$ cat src/rtl/shift_exec_stage.sv
// Two-stage execute shifter for SLL/SRL/SRA: a coarse shift by a multiple of 8,
// then a fine shift by 0..7, with valid/ready backpressure and flush.
module shift_exec_stage #(
  parameter int XLEN  = 32,
  parameter int TAG_W = 5
) (
  input  logic             clk,
  input  logic             rst_n,
  input  logic             flush,
  input  logic             in_valid,
  output logic             in_ready,
  input  logic [1:0]       in_op,
  input  logic [XLEN-1:0]  in_a,
  input  logic [4:0]       in_shamt,
  input  logic [TAG_W-1:0] in_tag,
  output logic             out_valid,
  input  logic             out_ready,
  output logic [XLEN-1:0]  out_result,
  output logic [TAG_W-1:0] out_tag,
  output logic             out_zero
);

  localparam int STAGES = 2;

  logic [STAGES:1] vld_pipe;
  logic            s1_adv, s2_adv;

  logic [1:0]       s1_op;
  logic [2:0]       s1_fine;
  logic [XLEN-1:0]  s1_val;
  logic             s1_sign;
  logic [TAG_W-1:0] s1_tag;

  logic            c_left, c_sra;
  logic [4:0]      c_amt;
  logic [XLEN:0]   c_ext;
  logic [XLEN-1:0] c_val;
  logic            f_left, f_sra;
  logic [XLEN:0]   f_ext;
  logic [XLEN-1:0] f_res;

  assign s2_adv    = !vld_pipe[2] | out_ready;
  assign s1_adv    = !vld_pipe[1] | s2_adv;
  assign in_ready  = s1_adv & !flush;
  assign out_valid = vld_pipe[2];

  // Right shifts run on a 33-bit value whose extra top bit is the fill bit,
  // so one arithmetic shift serves both SRL (fill 0) and SRA (fill sign).
  always_comb begin
    c_left = !in_op[0];
    c_sra  = in_op == 2'b11;
    c_amt  = {in_shamt[4:3], 3'b000};
    c_ext  = $signed({c_sra & in_a[XLEN-1], in_a}) >>> c_amt;
    c_val  = c_left ? (in_a << c_amt) : c_ext[XLEN-1:0];
  end

  always_comb begin
    f_left = !s1_op[0];
    f_sra  = s1_op == 2'b11;
    f_ext  = $signed({f_sra & s1_sign, s1_val}) >>> s1_fine;
    f_res  = f_left ? (s1_val << s1_fine) : f_ext[XLEN-1:0];
  end

  always_ff @(posedge clk or negedge rst_n) begin
    if (!rst_n) begin
      vld_pipe <= '0;
    end else if (flush) begin
      vld_pipe <= '0;
    end else begin
      if (s2_adv) vld_pipe[2] <= vld_pipe[1];
      if (s1_adv) vld_pipe[1] <= in_valid;
    end
  end

  always_ff @(posedge clk or negedge rst_n) begin
    if (!rst_n) begin
      s1_op      <= '0;
      s1_fine    <= '0;
      s1_val     <= '0;
      s1_sign    <= 1'b0;
      s1_tag     <= '0;
      out_result <= '0;
      out_tag    <= '0;
      out_zero   <= 1'b1;
    end else begin
      if (in_valid && in_ready) begin
        s1_op   <= in_op;
        s1_fine <= in_shamt[2:0];
        s1_val  <= c_val;
        s1_sign <= in_a[XLEN-1];
        s1_tag  <= in_tag;
      end
      // Output registers only move when stage 2 can advance, so a stalled
      // result stays stable on out_*.
      if (s2_adv && vld_pipe[1]) begin
        out_result <= f_res;
        out_tag    <= s1_tag;
        out_zero   <= f_res == '0;
      end
    end
  end

endmodule

$ cat config.mk
export PLATFORM = sky130hd
export DESIGN_NAME = shift_exec_stage
export DESIGN_NICKNAME = d
export VERILOG_FILES = /design/src/rtl/shift_exec_stage.sv
export SDC_FILE = /design/constraint.sdc
export NUM_CORES = 1
export LEC_CHECK = 0
export CORE_MARGIN = 4
export CORE_UTILIZATION = 35
export CTS_BUF_LIST = sky130_fd_sc_hd__clkbuf_2 sky130_fd_sc_hd__clkbuf_4 sky130_fd_sc_hd__clkbuf_8
export CTS_CLUSTER_SIZE = 16
export DETAILED_ROUTE_END_ITERATION = 10
export GPL_TIMING_DRIVEN = 0
export SYNTH_ARGS = -nofsm -noshare
export SYNTH_HDL_FRONTEND = slang
export SYNTH_SLANG_ARGS = --single-unit
$ cat constraint.sdc
create_clock -name clk -period 2.85 [get_ports clk]
set_clock_uncertainty 0.2 [all_clocks]
set_input_delay 0.4275 -clock clk [delete_from_list [all_inputs] [get_ports clk]]
set_output_delay 0.4275 -clock clk [all_outputs]
set_load 0.02 [all_outputs]
==> metrics.md <==
| Metric | Value |
|---|---|
| Global-route wire length before repair | 41100 um |
| Async set-reset flop share out of synthesis | 1.000 |
| Row count | 51 |
| Vias in the first global route | 6938 |
| Initial Utilization | 0.3583 |
| Worst setup margin | -0.3320 ns |
| Sequential power share | 0.307 |
| Gr usage total | 0.2379 |
| Clk buf depth | 2 |
| Pre-CTS setup slack | -0.8184 ns |
| Slew of the pin with the lowest slew margin | 0.7471 ns |
| Die width | 149.6 um |
| CTS Sinks | 83 |
| Critical path required time | 2.97 ns |
| Avg Inst Size Synth | 9.092 um^2 |
| Layout cells sized above 1 | 0.2031 |
| Remaining global-route overflow | 0 |
| Fillcell total | 1945 |
| Initial antenna violation count | 0 |
| Final nets | 935 |
| Worst Setup SP | s1_fine[0] |
| Placed cells | 1126 |
| Drt initial violations | 713 |
| R2R setup slack | -0.33 ns |
| Yosys reg bits | 83 |
| Reg2reg end | out_zero |
| Synth Instances | 772 |
| P_leak | 0.003492 uW |
| Int Power | 3189 uW |
| Syn_nets | 821 |
| PortBufs | 88 |
| RSZ-0062 raised after global routing | yes |
| Vias/cell | 6.131 |
| Worst Reg-to-Reg Cells | 9 |
| Routed wire length | 26710 um |
| # diodes | 0 |
| Top FF cell, synth | dfrtp_1 |
| Post-synth EDFFs | 0 |
| Critical path type | flip-flop to flip-flop |
| Pwr Density | 629.1 nW/um^2 |
| Final GP Congestion | 0.9603 |
| Mapped cell area | 7019 um^2 |
| Worst relative slew slack | 0.5019 |
| Synth Warn # | 0 |
| CTS clk-pin slew, worst paths | 0.10 ns |
| Final number of setup-violating endpoints | 1 |
| Max Slew Vio Count | 0 |
| Skew-Pair Late Insertion Delay | 0.41 ns |
| Gate power share | 0.533 |
| Inserted Clock Buffers | 9 |
| Reported max-cap violation count | 0 |
| Crit Path Max Fanout | 10 |
| Final worst-path cycle share | 1.117 |
| VDD IR max | 0.2288 mV |
| Reg2reg start | s1_fine[0] |
| Hold Vio Cnt, Final | 0 |
| TritonRoute pass-1 iters | 5 |
| Unique masters post-synth | 57 |
| Sw frac | 0.4264 |
| Crit path launch type | flip-flop |
| Cell accounting for the most synthesized area | dfrtp_1 |
| Part of the power in the clock network | 0.160 |
| Non-filler cells, final | 1156 |
| Sequential share of the synthesized area | 0.2961 |
| Final core utilization | 0.4512 |
| Top cell type's share of synthesized area | 0.2923 |
| Worst hold path type | flip-flop to flip-flop |
| Residual DRC | 0 |
| Fmax | 314.3 MHz |
| Failing checks | setup timing |
| WHS | 0.2752 ns |
| Synth area leaders | dfrtp_1, mux4_2, mux2i_1 |
| Minimum clock period | 3.182 ns |
| Placeable Area | 19590 um^2 |
| IO Pins | 89 |
| Sw power | 2371 uW |
| WP data arrival | 3.30 ns |
| Die Ht | 149.6 um |
| Type of destination of the critical path | flip-flop |
| Status | finished, violations left |
| Per-cell routed wire length | 23.11 um |
| Layout area overhead | 25.92% |
| Critical path endpoint | out_zero |
| Die area | 22380 um^2 |
| Vias | 7087 |
| Largest net degree at the start of global routing | 55 |
| CTS tree | done |
| # H-tree levels | 3 |
| Detail Route Antenna Nets | 0 |
| Hpwl dp | 19680 um |
| Root Driver | clkbuf_8 |
## how the worst min path moves through the flow
stage              startpoint  slack, ns  depth (start not counted)        endpoint
2_1_floorplan           rst_n      -0.07                          0   out_result[0]
3_3_place_gp         s1_op[1]       0.25                          2        s1_op[1]
3_5_place_dp            rst_n       0.19                          1  out_result[20]
4_1_cts              s1_op[1]       0.28                          2        s1_op[1]
5_1_grt        out_result[29]       0.31                          2  out_result[29]
6_report             s1_op[1]       0.28                          2        s1_op[1]
## power groups by stage
stage | logic (uW) | registers (uW) | clock network, uW
finish | 2970 | 1700 | 890
global route | 3140 | 1740 | 956
CTS | 2890 | 1690 | 903
detailed placement | 2730 | 1700 | 0
global placement | 2720 | 1690 | 0
floorplan | 1510 | 1860 | 0
## final cells by class
type | instances | area [um^2] | area share
Buffer | 82 | 466.7 | 0.05280
Clock buffer | 9 | 123.9 | 0.01401
Clock inverter | 7 | 76.32 | 0.008635
Inverter | 6 | 22.52 | 0.002548
Multi-Input combinational cell | 596 | 4647 | 0.5258
Sequential cell | 83 | 2079 | 0.2353
Tap cell | 265 | 331.6 | 0.03751
Timing Repair Buffer | 108 | 1091 | 0.1234
## Yosys cell counts, drive strengths merged (9+ instances only)
cell type	n
a211oi	25
a21oi	55
a31oi	12
buf	39
clkbuf	48
dfrtp	82
mux2	43
mux2i	71
mux4	35
nand2	97
nand2b	19
nor2	46
nor2b	21
o21ai	34
o221ai	9
o22ai	22
## worst max-delay path: stages (launching register included)
cell,delay (ns)
dfrtp_1,0.38
clkbuf_4,0.20
inv_1,0.21
clkbuf_1,0.60
mux2i_1,0.29
a211oi_1,0.13
a21oi_2,0.28
nand4_1,0.12
or3_4,0.37
o41ai_4,0.29
## routing by layer
metal  part of all wire  GRT usage
met1               0.41     0.3193
met2               0.46     0.3735
met3               0.10    0.05239
met4              0.039    0.09657
met5                  0          0
## cells in the final DEF (no fill, tap or decap), types with 8 or more instances in the layout
cell type,count
a211oi_1,25
a21oi_1,54
a31oi_1,12
buf_1,8
buf_2,9
buf_4,23
buf_6,8
clkbuf_1,37
clkbuf_2,8
clkbuf_8,9
clkdlybuf4s50_1,87
dfrtp_1,81
mux2_2,41
mux2i_1,62
mux2i_2,8
mux4_2,35
nand2_1,96
nand2b_1,19
nand3_1,8
nor2_1,45
nor2b_1,21
nor3_1,8
o21a_1,8
o21ai_0,31
o221ai_1,9
o22a_1,8
o22ai_1,22
o32a_1,8
## repair_timing
item                                    in CTS  in global routing
hold buffers                                 1                  0
pin swaps                                    8                  5
buffers inserted                            16                  1
endpoints found under the setup margin      24                 12
resized for setup                           52                 19
gates cloned                                 1                  0
hold endpoints to repair                    28                  0
## through the flow
| stage | TNS, ns | power, uW | area, um^2 |
|---|---|---|---|
| 2_1_floorplan | 0 | 3368 | 7019 |
| 3_3_place_gp | -172.69 | 4413 | 8232 |
| 3_5_place_dp | -16.02 | 4432 | 8257 |
| 4_1_cts | -0.1836 | 5491 | 8790 |
| 5_1_grt | -0.4028 | 5838 | 8838 |
| 6_report | -0.3320 | 5560 | 8838 |
## cells by family after synthesis
kind of cell | after synthesis | share of synthesized area
mux | 149 | 0.2825
buf+inv | 93 | 0.05954
flops | 83 | 0.2961
compound gates | 225 | 0.2160
simple gates | 222 | 0.1458
## state kept, by name, indices dropped and copies added, names as in the netlist
register    flops
out_zero        1
s1_fine         3
vld_pipe        2
out_tag         5
s1_op           2
s1_val         32
s1_sign         1
s1_tag          5
out_result     32
Power figures use the tool's default switching activity.
